--- config.mk ---
export PLATFORM = sky130hd
export DESIGN_NAME = div_request_sequencer
export DESIGN_NICKNAME = d
export VERILOG_FILES = /design/src/rtl/div_seq_pkg.sv /design/src/rtl/div_rsp_fifo.sv /design/src/rtl/div_request_sequencer.sv
export SDC_FILE = /design/constraint.sdc
export NUM_CORES = 1
export LEC_CHECK = 0
export BUFFER_PORTS_ARGS = -buffer_cell sky130_fd_sc_hd__clkbuf_2
export CORE_ASPECT_RATIO = 0.6
export CORE_MARGIN = 1.5
export CORE_UTILIZATION = 51
export DETAILED_ROUTE_END_ITERATION = 7
export PLACE_DENSITY = 0.77
export SLEW_MARGIN = 20
export SYNTH_ARGS = -nofsm -noshare
export SYNTH_HDL_FRONTEND = slang
export SYNTH_HIERARCHICAL = 1
export SYNTH_SLANG_ARGS = --single-unit
--- constraint.sdc ---
create_clock -name clock -period 2.6 [get_ports clock]
set_input_delay 0.26 -clock clock [delete_from_list [all_inputs] [get_ports clock]]
set_output_delay 0.26 -clock clock [all_outputs]
set_load 0.01 [all_outputs]
--- src/rtl/div_seq_pkg.sv ---
// Shared types and constants for the divider request sequencer.
// The response struct widths here set the default TAG_W/OUTSIZE of the top.
package div_seq_pkg;

  localparam int DIV_LATENCY    = 6;
  localparam int DIV_TAG_W      = 4;
  localparam int DIV_OUTSIZE    = 20;
  localparam int DIV_FIFO_DEPTH = 8;

  typedef logic [DIV_TAG_W-1:0]   div_tag_t;
  typedef logic [DIV_OUTSIZE-1:0] div_quot_t;

  typedef struct packed {
    div_quot_t quot;
    div_tag_t  tag;
    logic      divzero;
  } div_rsp_t;

  // Saturation values for a zero denominator: largest positive / most negative quotient
  localparam div_quot_t DIV_SAT_POS = {1'b0, {(DIV_OUTSIZE-1){1'b1}}};
  localparam div_quot_t DIV_SAT_NEG = {1'b1, {(DIV_OUTSIZE-1){1'b0}}};

  function automatic div_quot_t div_sat_value(input logic num_neg);
    return num_neg ? DIV_SAT_NEG : DIV_SAT_POS;
  endfunction

endpackage

--- src/rtl/div_rsp_fifo.sv ---
// Result FIFO for the divider sequencer: circular buffer with a registered head
// and registered occupancy count. Async active-high reset.
module div_rsp_fifo
  import div_seq_pkg::*;
#(
  parameter int DEPTH = DIV_FIFO_DEPTH
) (
  input  logic                         clock,
  input  logic                         reset,
  input  logic                         wr_en,
  input  div_rsp_t                     wr_data,
  input  logic                         rd_en,
  output div_rsp_t                     head,
  output logic                         head_valid,
  output logic [$clog2(DEPTH+1)-1:0]   count
);

  localparam int PTR_W = $clog2(DEPTH);
  localparam int CNT_W = $clog2(DEPTH + 1);

  div_rsp_t         mem [DEPTH];
  logic [PTR_W-1:0] wr_ptr;
  logic [PTR_W-1:0] rd_ptr;
  logic [PTR_W-1:0] rd_ptr_next;
  logic [CNT_W-1:0] count_next;
  logic             pop;
  div_rsp_t         head_next;

  assign head_valid  = (count != '0);
  assign pop         = rd_en & head_valid;
  assign rd_ptr_next = rd_ptr + PTR_W'(pop);
  assign count_next  = count + CNT_W'(wr_en) - CNT_W'(pop);

  // Next head entry; bypass the write when it lands in the slot that becomes the head
  always_comb begin
    head_next = '0;
    if (count_next != '0) begin
      if (wr_en && (wr_ptr == rd_ptr_next)) head_next = wr_data;
      else                                  head_next = mem[rd_ptr_next];
    end
  end

  // Storage array, no reset needed since reads are gated by the count
  always_ff @(posedge clock) begin
    if (wr_en) mem[wr_ptr] <= wr_data;
  end

  // Pointers, count and registered head
  always_ff @(posedge clock or posedge reset) begin
    if (reset) begin
      wr_ptr <= '0;
      rd_ptr <= '0;
      count  <= '0;
      head   <= '0;
    end else begin
      wr_ptr <= wr_ptr + PTR_W'(wr_en);
      rd_ptr <= rd_ptr_next;
      count  <= count_next;
      head   <= head_next;
    end
  end

  // Credit-based issue makes a write into a full FIFO impossible
  assert property (@(posedge clock) disable iff (reset) !(wr_en && (count == CNT_W'(DEPTH))));

endmodule

--- src/rtl/div_request_sequencer.sv ---
// Front-end for a fixed-latency pipelined divider: accepts tagged requests,
// tracks them through the divider latency and buffers tagged quotients.
// Optional feature macro: DIV_SEQ_DIVZERO_SAT_EN (saturate on zero denominator).
module div_request_sequencer
  import div_seq_pkg::*;
#(
  parameter int LATENCY    = DIV_LATENCY,
  parameter int TAG_W      = DIV_TAG_W,
  parameter int FIFO_DEPTH = DIV_FIFO_DEPTH,
  parameter int OUTSIZE    = DIV_OUTSIZE
) (
  input  logic               clock,
  input  logic               reset,
  input  logic               req_valid,
  output logic               req_ready,
  input  logic [31:0]        req_num,
  input  logic [21:0]        req_den,
  input  logic [TAG_W-1:0]   req_tag,
  output logic [31:0]        div_numerator,
  output logic [21:0]        div_denominator,
  input  logic [OUTSIZE-1:0] div_result,
  output logic               rsp_valid,
  input  logic               rsp_ready,
  output logic [OUTSIZE-1:0] rsp_quot,
  output logic [TAG_W-1:0]   rsp_tag,
  output logic               rsp_divzero,
  output logic               busy
);

  localparam int CNT_W = $clog2(FIFO_DEPTH + 1);

  logic               issue;
  logic [CNT_W-1:0]   inflight;
  logic [CNT_W-1:0]   fifo_count;
  logic [CNT_W:0]     credit_used;
  logic [LATENCY-1:0] pipe_valid;
  div_tag_t           pipe_tag [LATENCY];
  logic               tail_valid;
  div_rsp_t           tail_rsp;
  div_rsp_t           head_rsp;

`ifdef DIV_SEQ_DIVZERO_SAT_EN
  logic [LATENCY-1:0] pipe_dz;
  logic [LATENCY-1:0] pipe_sign;
`endif

  // Credits come only from registered counts, so rsp_ready never reaches req_ready
  assign credit_used = {1'b0, inflight} + {1'b0, fifo_count};
  assign req_ready   = (credit_used < (CNT_W+1)'(FIFO_DEPTH));
  assign issue       = req_valid & req_ready;

  // Idle operands are 0/1 so the divider never sees X or a zero denominator
  assign div_numerator   = issue ? req_num : 32'd0;
  assign div_denominator = issue ? req_den : 22'd1;

  assign tail_valid = pipe_valid[LATENCY-1];

  // Valid/tag pipe mirrors the divider latency so the tail lines up with div_result
  always_ff @(posedge clock or posedge reset) begin
    if (reset) begin
      pipe_valid <= '0;
      for (int i = 0; i < LATENCY; i++) pipe_tag[i] <= '0;
    end else begin
      pipe_valid  <= {pipe_valid[LATENCY-2:0], issue};
      pipe_tag[0] <= req_tag;
      for (int i = 1; i < LATENCY; i++) pipe_tag[i] <= pipe_tag[i-1];
    end
  end

`ifdef DIV_SEQ_DIVZERO_SAT_EN
  // Zero-denominator flag and numerator sign travel alongside the valid bit
  always_ff @(posedge clock or posedge reset) begin
    if (reset) begin
      pipe_dz   <= '0;
      pipe_sign <= '0;
    end else begin
      pipe_dz   <= {pipe_dz[LATENCY-2:0], issue & (req_den == 22'd0)};
      pipe_sign <= {pipe_sign[LATENCY-2:0], req_num[31]};
    end
  end
`endif

  // Pair the returning quotient with its tag; saturate zero-denominator results when enabled
  always_comb begin
    tail_rsp      = '0;
    tail_rsp.quot = div_result;
    tail_rsp.tag  = pipe_tag[LATENCY-1];
`ifdef DIV_SEQ_DIVZERO_SAT_EN
    if (pipe_dz[LATENCY-1]) begin
      tail_rsp.quot    = div_sat_value(pipe_sign[LATENCY-1]);
      tail_rsp.divzero = 1'b1;
    end
`endif
  end

  // In-flight counter: +1 on issue, -1 when the tail retires into the FIFO
  always_ff @(posedge clock or posedge reset) begin
    if (reset) inflight <= '0;
    else       inflight <= inflight + CNT_W'(issue) - CNT_W'(tail_valid);
  end

  div_rsp_fifo #(
    .DEPTH (FIFO_DEPTH)
  ) u_fifo (
    .clock      (clock),
    .reset      (reset),
    .wr_en      (tail_valid),
    .wr_data    (tail_rsp),
    .rd_en      (rsp_ready),
    .head       (head_rsp),
    .head_valid (rsp_valid),
    .count      (fifo_count)
  );

  assign rsp_quot    = head_rsp.quot;
  assign rsp_tag     = head_rsp.tag;
  assign rsp_divzero = head_rsp.divzero;
  assign busy        = (inflight != '0) | (fifo_count != '0);

endmodule

==> results.json <==
{
  "synth_area_um2": 10500,
  "yosysMostFrequentCell": "edfxtp_1",
  "clkTransAtPathRegs_ns": 0.07,
  "start_util": 0.522,
  "start_kind": "flop",
  "drc": 0,
  "finalHoldViolCount": 0,
  "holdCritPathClass": "in -> reg",
  "worstHoldPathCells": 1,
  "top_layer_used": "met4",
  "ios": 164,
  "synth_edf_count": 200,
  "syn_area_per_cell_um2": 18.0,
  "power_uw": 15800,
  "antenna_found_initial": 0,
  "io_buffers": 163,
  "grt_pass1_vias": 6150,
  "rsz0062_at_grt": "true",
  "grt_max_degree": 36,
  "dr.pass1.iters": 5,
  "rows": 40,
  "root_buffer": "clkbuf_16",
  "drtAntennaViolNets": 0,
  "wl_per_cell_um": 22.5,
  "cap_violations": 0,
  "r2r_cells": 14,
  "cts_buffers": 23,
  "overflow": 0,
  "fin_nets": 906,
  "hold_end": "u_fifo/mem[4][23]",
  "synth_flop_cell": "edfxtp_1",
  "routed_wl_mm": 24.6,
  "area_growth_pct": 28.9,
  "async_flop_share": 0.257,
  "slew_headroom": 0.349,
  "leakagePower_uw": 0.00528,
  "power_density_nw_per_um2": 1170,
  "place_ws_ns": -0.179,
  "ys_seq_area_frac": 0.739,
  "r2r_start": "u_fifo/count[3]",
  "cts_tree": "done",
  "core_area_um2": 20100,
  "fmax_mhz": 356,
  "cts.sinks": 269,
  "period_share": 1.08,
  "h-tree-depth": 1,
  "synth_cell_types": 34,
  "tightest_slew_ns": 0.970,
  "ir_worst_vdd_uv": 615,
  "clock_latency_ns": 0.51,
  "clock_skew_ns": 0.00893,
  "fin_setup_tns_ns": -13.81,
  "track_usage": 0.213,
  "fin_ws_ns": -0.211,
  "post-synth-top-area-cell": "edfxtp_1",
  "end_kind": "flop",
  "ys_seq_elements": 269,
  "violations": "setup timing",
  "wl_met3_mm": 1.57,
  "r2r_end": "u_fifo/head[18]",
  "die_area_um2": 21400,
  "vias": 6036,
  "drv_slew": 0,
  "synth_warnings": 6,
  "grt_pass1_wl_mm": 34.5,
  "hpwlAfterDp_mm": 14.0,
  "drt-met1-wl_mm": 9.89,
  "drive_above_1_share": 0.464,
  "rrSetupSlack_ns": -0.21,
  "cp_max_fo": 25,
  "fin_crit_ns": 2.81,
  "drt_iter0_markers": 500,
  "worstPathRequired_ns": 2.97,
  "synth.area.top_cells": "edfxtp_1 57%, dfrtp_1 16%, mux4_2 11%",
  "setup_viol": 79,
  "route.met2.wl_mm": 12.7,
  "gp_congestion": 0.799,
  "synth.top_cell.area_share": 0.574,
  "hold_start": "div_result[18]",
  "crit_type": "reg -> reg",
  "via_per_inst": 5.51,
  "dieWidth_um": 188,
  "die-height_um": 114,
  "synth_common_cells": "200 x edfxtp_1, 69 x dfrtp_1, 54 x and2_1",
  "cts_buffer_depth": 3,
  "syn_inst": 581,
  "arrival_ns": 3.18,
  "status": "finished, violations left"
}
==> stage by stage <==
step                std cells  hold WS (ns)  area [um2]  utilization
floorplan                 589         0.291       10500            -
global placement         1036         0.332       11900        0.595
detailed placement       1036         0.335       11900        0.595
CTS                      1090        0.0324       13000        0.645
global route             1095        0.0564       13500        0.672
finish                   1096        0.0439       13500        0.672
==> layout by cell type, fill, tap and decap left out, types with 4 or more instances in the layout <==
master,count
edfxtp_1,200
clkbuf_2,112
dfrtp_1,69
buf_6,54
and2_4,53
nand2_1,53
mux4_2,50
buf_4,35
clkbuf_16,27
nor2_1,25
a311oi_1,25
inv_1,17
ha_1,11
conb_1,9
buf_12,6
nor2_2,6
clkinv_2,5
dlygate4sd3_1,5
xor2_1,4
nand2b_1,4
clkbuf_8,4
==> final cells by class <==
| cell class | count | area [um2] |
|---|---|---|
| Antenna cell | 1 | 2.50 |
| Clock buffer | 30 | 666 |
| Tap cell | 273 | 342 |
| Fill cell | 1272 | 6580 |
| Sequential cell | 269 | 7730 |
| Multi-Input combinational cell | 272 | 2790 |
| Clock inverter | 12 | 116 |
| Inverter | 20 | 75.1 |
| Timing Repair Buffer | 219 | 1770 |
==> kinds of logic after synthesis <==
family,count (synthesis),synth area share
flops,269,0.739
simple gates,152,0.0712
mux,51,0.109
buf+inv,48,0.0215
compound gates,32,0.0265
fa+ha+maj,19,0.0241
xor+xnor,9,0.00885
other cells,1,0.000358
==> per-layer routing <==
layer  track usage  up-vias
met5             0        -
met4        0.0480        0
met3        0.0345       40
met2         0.351      268
met1         0.306     3094
li1              -     2634
==> power by group <==
group,switching (uW),internal [uW],leakage (uW),total (uW)
combinational,3210,3490,0.00226,6700
sequential,313,5220,0.00263,5530
clock,1510,2010,0.000389,3520
==> worst max-delay path, cell delays in order (launching register included) <==
cell	delay (ns)
dfrtp_1	0.40
inv_1	0.08
ha_2	0.18
nand3_2	0.06
and2_4	0.14
ha_1	0.26
inv_1	0.06
ha_1	0.17
inv_1	0.06
fa_1	0.37
xor2_1	0.24
nand3_1	0.17
mux2i_4	0.18
buf_12	0.22
a311oi_1	0.07
==> how the worst max path moves through the flow <==
stage | slack [ns] | to | cells past startpoint | startpoint
3_3_place_gp | -0.07 | u_fifo/head[23] | 14 | u_fifo/count[2]
3_5_place_dp | -0.18 | u_fifo/head[16] | 14 | u_fifo/count[2]
5_1_grt | -0.32 | u_fifo/head[7] | 14 | u_fifo/count[3]
4_1_cts | -0.19 | u_fifo/head[24] | 14 | u_fifo/count[3]
6_report | -0.21 | u_fifo/head[18] | 14 | u_fifo/count[3]
2_1_floorplan | -0.07 | u_fifo/head[10] | 14 | u_fifo/count[2]
==> timing repair <==
action,CTS,global route
pin swaps,8,46
buffers inserted,4,2
endpoints found under the hold margin,66,0
gates cloned,3,4
hold buffers,5,0
setup endpoints to repair,79,81
gates resized for setup,20,157
==> flip-flops by register name, summed over array words and instances (netlist names) <==
name,count
inflight,4
pipe_tag,24
pipe_valid,6
u_fifo/count,4
u_fifo/head,25
u_fifo/mem,200
u_fifo/rd_ptr,3
u_fifo/wr_ptr,3
Power figures use the tool's default switching activity.
